===== src/rtl/fadd_lane_arbiter_if.sv =====
// Bundle of request/response signals between the vector-ALU lanes and the
// shared FP32 adder arbiter.
//
// Signals:
//   req_valid  [NUM_LANES]     per-lane request valid (requester -> arbiter)
//   req_ready  [NUM_LANES]     per-lane accept, one-hot or zero (arbiter -> requester)
//   req_a/b    [32*NUM_LANES]  lane i operands at [32*i +: 32]
//   resp_valid                 result valid (arbiter -> consumer)
//   resp_ready                 consumer accepts result
//   resp_lane  [LANE_W]        lane that issued the result
//   resp_data  [32]            FP32 sum
//   resp_nan / resp_ovf        adder flags for this result
//   op_count   [32]            completed-response counter
//
// Handshake rule for both channels: a transfer happens on a rising clk edge
// where valid and ready are both high. The sender keeps its payload stable
// while valid is high and ready is low; ready may depend combinationally on
// valid, valid never depends on ready.
//
// Modports: master = requester/consumer side, slave = arbiter side.
interface fadd_lane_arbiter_if #(
    parameter int NUM_LANES = 4,
    parameter int LANE_W    = 2
);
    logic [NUM_LANES-1:0]    req_valid;
    logic [NUM_LANES-1:0]    req_ready;
    logic [32*NUM_LANES-1:0] req_a;
    logic [32*NUM_LANES-1:0] req_b;
    logic                    resp_valid;
    logic                    resp_ready;
    logic [LANE_W-1:0]       resp_lane;
    logic [31:0]             resp_data;
    logic                    resp_nan;
    logic                    resp_ovf;
    logic [31:0]             op_count;

    modport master (
        output req_valid, req_a, req_b, resp_ready,
        input  req_ready, resp_valid, resp_lane, resp_data, resp_nan, resp_ovf, op_count
    );

    modport slave (
        input  req_valid, req_a, req_b, resp_ready,
        output req_ready, resp_valid, resp_lane, resp_data, resp_nan, resp_ovf, op_count
    );
endinterface


===== src/rtl/fadd_lane_arbiter.sv =====
// Round-robin arbiter sharing one combinational FP32 adder between NUM_LANES
// requesters. Operands are registered in stage 1, the adder sits between
// stage 1 and the output register (stage 2): 2-cycle latency, 1 op/cycle.
//
// Ports:
//   clk  rising-edge clock
//   rst  synchronous active-high reset
//   bus  fadd_lane_arbiter_if.slave (requests in, tagged responses out)
//
// float_adder_32: combinational IEEE-754 binary32 add, round-to-nearest-even,
// subnormals supported. nan_flag when the result is NaN (NaN input or
// inf - inf, canonical 0x7FC00000); overflow_flag when finite operands round
// past the largest finite value (result becomes signed infinity).
module float_adder_32 (
    input  logic [31:0] a,
    input  logic [31:0] b,
    output logic [31:0] sum,
    output logic        nan_flag,
    output logic        overflow_flag
);
    logic        a_nan, b_nan, a_inf, b_inf, swap, rnd;
    logic [31:0] x, y;
    logic [23:0] mx, my;
    logic [7:0]  ex, ey, d;
    logic [4:0]  d_c;
    logic [58:0] y_wide;
    logic [26:0] y_al;
    logic [27:0] s;
    logic [9:0]  e;
    logic [24:0] m;

    always_comb begin
        a_nan = (a[30:23] == 8'hFF) && (a[22:0] != 23'd0);
        b_nan = (b[30:23] == 8'hFF) && (b[22:0] != 23'd0);
        a_inf = (a[30:23] == 8'hFF) && (a[22:0] == 23'd0);
        b_inf = (b[30:23] == 8'hFF) && (b[22:0] == 23'd0);
        // x is the larger magnitude, so the result sign is x's sign.
        swap  = (b[30:0] > a[30:0]);
        x     = swap ? b : a;
        y     = swap ? a : b;
        ex    = (x[30:23] == 8'd0) ? 8'd1 : x[30:23];
        ey    = (y[30:23] == 8'd0) ? 8'd1 : y[30:23];
        mx    = {x[30:23] != 8'd0, x[22:0]};
        my    = {y[30:23] != 8'd0, y[22:0]};
        d     = ex - ey;
        // Beyond 31 every bit of y lies below the guard position anyway.
        d_c    = (d > 8'd31) ? 5'd31 : d[4:0];
        y_wide = {my, 3'b000, 32'd0} >> d_c;
        y_al   = y_wide[58:32];
        y_al[0] = y_al[0] | (|y_wide[31:0]);  // sticky
        if (x[31] == y[31]) s = {1'b0, mx, 3'b000} + {1'b0, y_al};
        else                s = {1'b0, mx, 3'b000} - {1'b0, y_al};
        e = {2'b00, ex};
        if (s[27]) begin
            s = {1'b0, s[27:2], s[1] | s[0]};
            e = e + 10'd1;
        end else begin
            // Normalise left, stopping at the subnormal exponent.
            for (int i = 0; i < 26; i++) begin
                if (!s[26] && e > 10'd1) begin
                    s = s << 1;
                    e = e - 10'd1;
                end
            end
        end
        rnd = s[2] & (s[1] | s[0] | s[3]);
        m   = {1'b0, s[26:3]} + {24'd0, rnd};
        if (m[24]) begin
            m = m >> 1;
            e = e + 10'd1;
        end
        sum           = 32'd0;
        nan_flag      = 1'b0;
        overflow_flag = 1'b0;
        if (a_nan || b_nan || (a_inf && b_inf && (a[31] != b[31]))) begin
            sum      = 32'h7FC0_0000;
            nan_flag = 1'b1;
        end else if (a_inf) begin
            sum = a;
        end else if (b_inf) begin
            sum = b;
        end else if (e >= 10'd255) begin
            sum           = {x[31], 8'hFF, 23'd0};
            overflow_flag = 1'b1;
        end else if (m[23:0] == 24'd0) begin
            sum = {x[31] & y[31], 31'd0};
        end else begin
            // A hidden bit of 0 here means a subnormal result (e is 1).
            sum = {x[31], m[23] ? e[7:0] : 8'h00, m[22:0]};
        end
    end
endmodule

module fadd_lane_arbiter #(
    parameter int NUM_LANES = 4,
    parameter int LANE_W    = 2
) (
    input  logic             clk,
    input  logic             rst,
    fadd_lane_arbiter_if.slave bus
);
    logic              s1_valid;
    logic [31:0]       s1_a, s1_b;
    logic [LANE_W-1:0] s1_lane, rr_ptr, gnt_idx, next_ptr;
    logic [LANE_W-1:0] cand [NUM_LANES];
    logic              gnt_found, stall, can_accept, accept;
    logic [31:0]       add_sum;
    logic              add_nan, add_ovf;

    assign stall      = bus.resp_valid & ~bus.resp_ready;
    // Stage 1 may refill whenever it is being drained or is already empty.
    assign can_accept = ~stall | ~s1_valid;
    assign accept     = gnt_found & can_accept & ~rst;
    assign next_ptr   = (gnt_idx == LANE_W'(NUM_LANES - 1)) ? '0 : gnt_idx + LANE_W'(1);

    // Search order rr_ptr, rr_ptr+1, ... wrapping at NUM_LANES.
    always_comb begin
        gnt_found = 1'b0;
        gnt_idx   = '0;
        for (int k = 0; k < NUM_LANES; k++) begin
            cand[k] = LANE_W'((int'(rr_ptr) + k) % NUM_LANES);
            if (!gnt_found && bus.req_valid[cand[k]]) begin
                gnt_found = 1'b1;
                gnt_idx   = cand[k];
            end
        end
    end

    always_comb begin
        bus.req_ready = '0;
        if (accept) bus.req_ready[gnt_idx] = 1'b1;
    end

    float_adder_32 u_add (
        .a             (s1_a),
        .b             (s1_b),
        .sum           (add_sum),
        .nan_flag      (add_nan),
        .overflow_flag (add_ovf)
    );

    always_ff @(posedge clk) begin
        if (rst) begin
            s1_valid       <= 1'b0;
            s1_a           <= 32'd0;
            s1_b           <= 32'd0;
            s1_lane        <= '0;
            rr_ptr         <= '0;
            bus.resp_valid <= 1'b0;
            bus.resp_data  <= 32'd0;
            bus.resp_lane  <= '0;
            bus.resp_nan   <= 1'b0;
            bus.resp_ovf   <= 1'b0;
            bus.op_count   <= 32'd0;
        end else begin
            if (!stall) begin
                bus.resp_valid <= s1_valid;
                bus.resp_data  <= add_sum;
                bus.resp_lane  <= s1_lane;
                bus.resp_nan   <= add_nan;
                bus.resp_ovf   <= add_ovf;
            end
            if (can_accept) begin
                s1_valid <= gnt_found;
                if (gnt_found) begin
                    s1_a    <= bus.req_a[32*gnt_idx +: 32];
                    s1_b    <= bus.req_b[32*gnt_idx +: 32];
                    s1_lane <= gnt_idx;
                    rr_ptr  <= next_ptr;
                end
            end
            if (bus.resp_valid && bus.resp_ready) bus.op_count <= bus.op_count + 32'd1;
        end
    end
endmodule


===== src/flat_wrapper.sv =====
// flat-port wrapper written by rule: the top's interface ports become plain ports
module fadd_lane_arbiter_flat 
#(
    parameter int NUM_LANES = 4,
    parameter int LANE_W    = 2
)
  (clk, rst, bus_req_valid, bus_req_a, bus_req_b, bus_resp_ready, bus_req_ready, bus_resp_valid, bus_resp_lane, bus_resp_data, bus_resp_nan, bus_resp_ovf, bus_op_count);
  fadd_lane_arbiter_if #(.NUM_LANES(NUM_LANES), .LANE_W(LANE_W)) bus_i ();
  input  logic clk;
  input  logic rst;
  input wire logic [$bits(bus_i.req_valid)-1:0] bus_req_valid;
  input wire logic [$bits(bus_i.req_a)-1:0] bus_req_a;
  input wire logic [$bits(bus_i.req_b)-1:0] bus_req_b;
  input wire logic [$bits(bus_i.resp_ready)-1:0] bus_resp_ready;
  output wire logic [$bits(bus_i.req_ready)-1:0] bus_req_ready;
  output wire logic [$bits(bus_i.resp_valid)-1:0] bus_resp_valid;
  output wire logic [$bits(bus_i.resp_lane)-1:0] bus_resp_lane;
  output wire logic [$bits(bus_i.resp_data)-1:0] bus_resp_data;
  output wire logic [$bits(bus_i.resp_nan)-1:0] bus_resp_nan;
  output wire logic [$bits(bus_i.resp_ovf)-1:0] bus_resp_ovf;
  output wire logic [$bits(bus_i.op_count)-1:0] bus_op_count;
  assign bus_i.req_valid = bus_req_valid;
  assign bus_i.req_a = bus_req_a;
  assign bus_i.req_b = bus_req_b;
  assign bus_i.resp_ready = bus_resp_ready;
  assign bus_req_ready = bus_i.req_ready;
  assign bus_resp_valid = bus_i.resp_valid;
  assign bus_resp_lane = bus_i.resp_lane;
  assign bus_resp_data = bus_i.resp_data;
  assign bus_resp_nan = bus_i.resp_nan;
  assign bus_resp_ovf = bus_i.resp_ovf;
  assign bus_op_count = bus_i.op_count;
  fadd_lane_arbiter #(.NUM_LANES(NUM_LANES), .LANE_W(LANE_W)) u_core (.clk(clk), .rst(rst), .bus(bus_i));
endmodule

===== config.mk =====
export PLATFORM = sky130hd
export DESIGN_NAME = fadd_lane_arbiter_flat
export DESIGN_NICKNAME = d
export VERILOG_FILES = /design/src/rtl/fadd_lane_arbiter_if.sv /design/src/rtl/fadd_lane_arbiter.sv /design/src/flat_wrapper.sv
export SDC_FILE = /design/constraint.sdc
export NUM_CORES = 1
export LEC_CHECK = 0
export ABC_AREA = 1
export CORE_ASPECT_RATIO = 1.4
export CORE_MARGIN = 2
export CORE_UTILIZATION = 55
export CTS_CLUSTER_SIZE = 20
export DETAILED_ROUTE_END_ITERATION = 10
export PLACE_DENSITY = 0.73
export SLEW_MARGIN = 40
export SYNTH_ARGS = -nofsm -noshare
export SYNTH_HDL_FRONTEND = slang
export SYNTH_HIERARCHICAL = 1
export SYNTH_SLANG_ARGS = --single-unit

===== constraint.sdc =====
create_clock -name clk -period 43.2 [get_ports clk]
set_input_delay 6.48 -clock clk [delete_from_list [all_inputs] [get_ports clk]]
set_output_delay 6.48 -clock clk [all_outputs]
set_load 0.01 [all_outputs]

After elaboration in Yosys (flattened, before gate mapping):

Index checks and enable logic that the tools add are counted.

* $add $sub $neg: 37
* $mul: 0
* divide/modulo/power cells: 0
* $lt $le $gt $ge: 35
* equality and inequality tests: 5
* shifts and indexed selects: 3
* multiplexer cells: 143
* bitwise logic cells: 14
* reductions and logical operators: 79

Operators with widths (number)
* 27-bit two-way mux: 52
* 10-bit two-way mux: 53
* 128-bit by 8-bit variable part select with 32-bit output: 2
* 10-bit by 1-bit greater-than comparator with 1-bit output, second input constant: 25
* 10-bit by 1-bit subtractor with 10-bit output, second input constant: 25
* 32-bit two-way mux: 7
* 59-bit by 5-bit >> shifter with 59-bit output: 1
* 23-bit logical NOT: 2
* 23-bit nonzero test: 2
* 1-bit logical AND: 37
* 32-bit by 1-bit adder with 32-bit output, second input constant: 1
* 32-bit OR reduction: 1
* 31-bit greater-than comparator: 1
* 1-bit logical NOT: 29
* 27-bit by 27-bit adder with 28-bit output: 1
* 28-bit two-way mux: 1
* 27-bit by 27-bit subtractor with 28-bit output: 1
* 24-bit by 1-bit adder with 25-bit output: 1
* 24-bit logical NOT: 1
* 24-bit two-way mux: 1
* 8-bit two-way mux: 3
* 8-bit == test, second input constant: 2
* 8-bit logical NOT: 2
* 8-bit nonzero test: 2
* 25 further kinds: 63

* bits in registers: 138
* latch bits: 0
* RAM bits: 0
* ROM bits: 0
* input port bits: 263
* word-level logic and storage cells: 327
* memories kept: 0

Depth between registers and ports, before layout:

Gate-level depths: netlist of the first run.

* word-level depth: 127
* depth in mapped cells: 326
* depth with buffers taken out: 305

Modules after synthesis:

The synthesis of the first run kept the hierarchy.

Modules (own cells, without submodules)
* float_adder_32: instances 1, cells each 6371, area each 34657.0 µm², seq. area each 0.0 µm²
* fadd_lane_arbiter: instances 1, cells each 1452, area each 8582.0 µm², seq. area each 2762.6 µm²

Worst setup path before layout of the first run:

Ideal clock, no wire load.

* kind: reg-to-reg
* from: reg u_core.s1_a[14]
* to: reg u_core.bus.resp_data[31]
* library setup time: 116 ps
* data arrival time: 35895 ps
* required time: 43084 ps
* slack: 7189 ps
* cell stages (with the launch flop): 302
* path buffers: 27
* clock period less this slack: 36011 ps
* cell sequence: dfxtp_1 -> inv_1 -> ha_1 -> nand2_1 -> nor2_1 -> inv_1 -> nor2_1 -> nand2_1 -> nand2_1 -> nand2_1 -> nand2_4 -> nand2_4 -> buf_8 -> buf_8 -> o21ai_2 -> inv_2 -> nor3_1 -> nand2_2 -> [266 not listed] -> ha_1 -> nand3_1 -> nor2_8 -> nand3_4 -> buf_6 -> buf_6 -> nand3_2 -> nand2_1 -> nor2_2 -> nand2_1 -> nor2_2 -> nand3_1 -> nand2_1 -> nand3_1 -> nand2_1 -> inv_1 -> o21ai_0 -> nor2_1

* longest elaborated chain between the ends: 127
* elaborated cells on any way between the ends: 252
* classes of those cells: add/sub: 32; order compare: 29; eq/ne: 1; shift: 1; mux: 117; bitwise: 6; reduce/logical: 66

Ends and longest elaborated chain
* start, declared: line fadd_lane_arbiter.sv:103 `logic [31:0] s1_a, s1_b;`
* start signal, assigned: line fadd_lane_arbiter.sv:166 `s1_a <= bus.req_a[32*gnt_idx +: 32];`
* branches (longest 126 deep; another with 31-bit greater-than comparator)
* 32-bit two-way mux (*): line fadd_lane_arbiter.sv:75 `if (a_nan || b_nan || (a_inf && b_inf && (a[31] != b[31]))) begin`
* named net u_core.add_sum[31]: line fadd_lane_arbiter.sv:107 `logic [31:0] add_sum;`
* end signal, assigned: line fadd_lane_arbiter.sv:158 `bus.resp_data <= add_sum;`
* end, declared: line fadd_lane_arbiter_if.sv:44 `output req_ready, resp_valid, resp_lane, resp_data, resp_nan, resp_ovf, op_count`

Mark *: on every way through the listed nets, which the timed path passes. The select of a mux whose other input is x is not followed.
A chain may end at the register's enable or synchronous reset.

Worst setup path in the final report of the first run:

* from: reg u_core.s1_a[30]
* to: reg u_core.bus.resp_data[14]

The elaborated chain is that of the path after synthesis.

==> summary.txt, run 1 <==
Routing
  – First DRT Iteration DRCs: 3523
  – DRC Markers: 0
  – Via-to-Cell Ratio: 5.48
  – Vias: 49442
  – DR WL/cell: 17.2 um
  – Post-route ant nets: 0
  – Post-Route WL: 155 mm
  – DR pass1 iterations: 7

Setup path
  – R2R cell count: 270
  – Slowest-stage cell, CP: nor2_1
  – Critical Path Sink: u_core/bus.resp_data[14]$_SDFFE_PP0P_
  – Setup slack, reg-to-reg: 3.47 ns
  – Critical Path Start: u_core/s1_a[30]$_SDFFE_PP0P_
  – Worst path required time: 43.57 ns
  – WP data arrival: 40.11 ns
  – CP max FO: 30
  – CP Capture Type: flop
  – CP dominant cell by count: nand2_4
  – CP max stage delay: 0.50 ns
  – Launching point of the worst reg2reg path: u_core/s1_a[30]$_SDFFE_PP0P_
  – RR Endpoint: u_core/bus.resp_data[14]$_SDFFE_PP0P_
  – Critical path class: flop to flop
  – CP startpoint kind: flop

Synth
  – Post-synthesis compound-gate area fraction: 0.132
  – Most frequent cells after synthesis: 2131 x nand2_1, 1069 x inv_1, 803 x nor2_1
  – Post-Synth XOR/XNOR Area: 0.0187
  – Post-Syn Instances: 7823
  – Dominant cells by area after synthesis: nand2_1 18%, inv_1 9.3%, nor2_1 7.0%
  – Syn Area/Cell: 5.53 sq um
  – Ys flop type: dfxtp_1
  – Register area share after synthesis: 0.0639
  – Flop and latch count out of synthesis: 138
  – Yosys top cell area share: 0.185
  – YS warnings: 6
  – Synthesized area: 43200 sq um
  – Largest family of logic cells by synthesized area: simple AND/OR/NAND/NOR gates
  – Yosys cell types: 85
  – Post-synthesis mux area share: 0.000463
  – FFs w/ async S/R, synth: 0
  – Post-synth EDFFs: 0
  – Simple-gate share of the synthesized area: 0.568
  – Largest area contributor in the netlist: nand2_1
  – Dominant cell by count in the synthesized netlist: nand2_1
  – Syn Nets: 8234
  – Adder-Cell Fraction of Synth Area: 0.0432

Global routing
  – GRT Resource Usage Total: 0.362
  – Largest net degree at the start of global routing: 91
  – Antenna violations before repair: 1
  – Vias in the first global route: 45644
  – Gr ovfl total: 0
  – First-pass GRT wire length: 236 mm

Timing
  – Worst slew margin: 0.324
  – Count of final setup violators: 0
  – Final Slew Violations: 0
  – Worst slew pin tran: 1.00 ns
  – Crit path time final: 39.73 ns
  – Clock skew: 0.0387 ns
  – Final period util: 0.920
  – Max Fclk: 25.2 MHz
  – Endpoints failing hold: 0

Clocking
  – CTS max path bufs: 3
  – Root Buffer: clkbuf_16
  – CTS tree: built
  – Clk sinks: 138
  – CTS clk-pin slew, worst paths: 0.06 ns
  – Post-cts hold buffer count: 0
  – Later-pin clock latency in the skew report: 0.50 ns
  – H-Tree Depth: 4
  – Total CTS buffers: 25

Final layout
  – NumNets Final: 8373
  – Final Core Density: 0.607
  – Area Overhead vs Synth: 9.18%
  – Share of layout cells above drive strength 1: 0.173

Floorplan
  – Die Y: 336 um
  – Site row count: 121
  – IO Count: 336
  – Placeable Area: 77800 sq um
  – Die area: 80900 sq um
  – Initial Utilization: 0.556
  – Die width: 241 um

Flow run
  – Max Cap Viol: 0

Placement
  – HPWL after detailed placement: 125 mm
  – GPL Wtd Cong: 1.05
  – Buffers added on ports: 335

Run status
  – Status: completed

Hold path
  – Min-Delay Path Class: flop to flop
==> cells in the final DEF, fill, tap and decap left out, types with 207 or more instances in the layout <==
master	n
nor2_1	798
a21oi_1	372
clkdlybuf4s50_1	335
nand4_1	246
nand3_1	591
inv_1	1068
nand2_1	2129
nand2_2	415
o21ai_0	417
nand2_4	207
==> kinds of logic after synthesis <==
logic type / Yosys count
fa+ha+maj: 148
mux: 2
buf+inv: 1573
xor+xnor: 89
flops: 138
compound gates: 1011
simple gates: 4862
==> metal layers <==
layer  vias to the layer above  GRT usage  part of all wire
li1                      24941          -                 -
met2                      1788      0.664              0.49
met1                     22080      0.365              0.36
met4                         0      0.289             0.094
met5                         -          0                 0
met3                       633     0.0478             0.051
==> worst min-delay path by stage <==
stage | start | endpoint | slack, ns | cells after the start
floorplan | u_core/s1_a[27]$_SDFFE_PP0P_ | u_core/s1_a[27]$_SDFFE_PP0P_ | 0.43 | 2
global placement | u_core/s1_a[27]$_SDFFE_PP0P_ | u_core/s1_a[27]$_SDFFE_PP0P_ | 0.44 | 2
detailed placement | u_core/s1_a[27]$_SDFFE_PP0P_ | u_core/s1_a[27]$_SDFFE_PP0P_ | 0.45 | 2
CTS | u_core/s1_a[27]$_SDFFE_PP0P_ | u_core/s1_a[27]$_SDFFE_PP0P_ | 0.46 | 2
global route | u_core/s1_a[10]$_SDFFE_PP0P_ | u_core/s1_a[10]$_SDFFE_PP0P_ | 0.49 | 2
finish | u_core/s1_a[27]$_SDFFE_PP0P_ | u_core/s1_a[27]$_SDFFE_PP0P_ | 0.46 | 2
==> area by class of cell <==
cell class	instances	area [sq um]
Timing Repair Buffer	430	4110
Timing Repair inverter	1	5.00
Inverter	1239	4840
Sequential cell	138	2760
Tap cell	1045	1310
Clock inverter	4	95.1
Antenna cell	2	5.00
Fill cell	8285	30600
Clock buffer	29	671
Multi-Input combinational cell	6127	33400
==> metrics by stage <==
stage / setup TNS (ns) / setup WS, ns / cells / cell area (sq um) / hold WS [ns]
after floorplan: 0 / 7.19 / 7823 / 43200 / 0.426
after global placement: 0 / 2.25 / 8946 / 45800 / 0.443
after detailed placement: 0 / 1.21 / 8948 / 45900 / 0.450
after CTS: 0 / 1.14 / 8981 / 46700 / 0.460
after global routing: -0.0940 / -0.0514 / 9014 / 47200 / 0.493
final: 0 / 3.47 / 9015 / 47200 / 0.461
==> worst max-delay path: cells and delay by family (launching register included) <==
family | cells | cell delay, ns
and+or+nand+nor | 197 | 25.80
adders and majority gates | 27 | 7.01
AOI/OAI and AO/OA | 17 | 2.80
buffers and inverters | 26 | 2.72
xor gates and xnor gates | 3 | 0.70
DFF | 1 | 0.36
==> timing repair <==
item                       4_1_cts  5_1_grt
gates resized for setup          0       51
setup endpoints to repair        0       33
setup buffers                    0       15
==> registers in the layout (all words and copies together), names as in the netlist <==
name and count:
u_core/bus.op_count 32, u_core/bus.resp_data 32, u_core/bus.resp_lane 2, u_core/bus.resp_nan 1, u_core/bus.resp_ovf 1, u_core/bus.resp_valid 1, u_core/rr_ptr 2, u_core/s1_a 32
u_core/s1_b 32, u_core/s1_lane 2, u_core/s1_valid 1
Power of run 1 is left out: the tool's default activity adds up to more than one toggle a clock period on the data nets, which glitch-free logic cannot reach.
==> run 2, diff against run 1 <==
--- a/config.mk
+++ b/config.mk
@@ -11,7 +11,9 @@
 export CORE_UTILIZATION = 55
 export CTS_CLUSTER_SIZE = 20
 export DETAILED_ROUTE_END_ITERATION = 10
+export HOLD_SLACK_MARGIN = 0.15
 export PLACE_DENSITY = 0.73
+export SKIP_LAST_GASP = 1
 export SLEW_MARGIN = 40
 export SYNTH_ARGS = -nofsm -noshare
 export SYNTH_HDL_FRONTEND = slang
==> results of run 2 <==
No change in the layout: final DEF, timing and power equal those of run 1.
Power of run 2 is left out for the same reason.
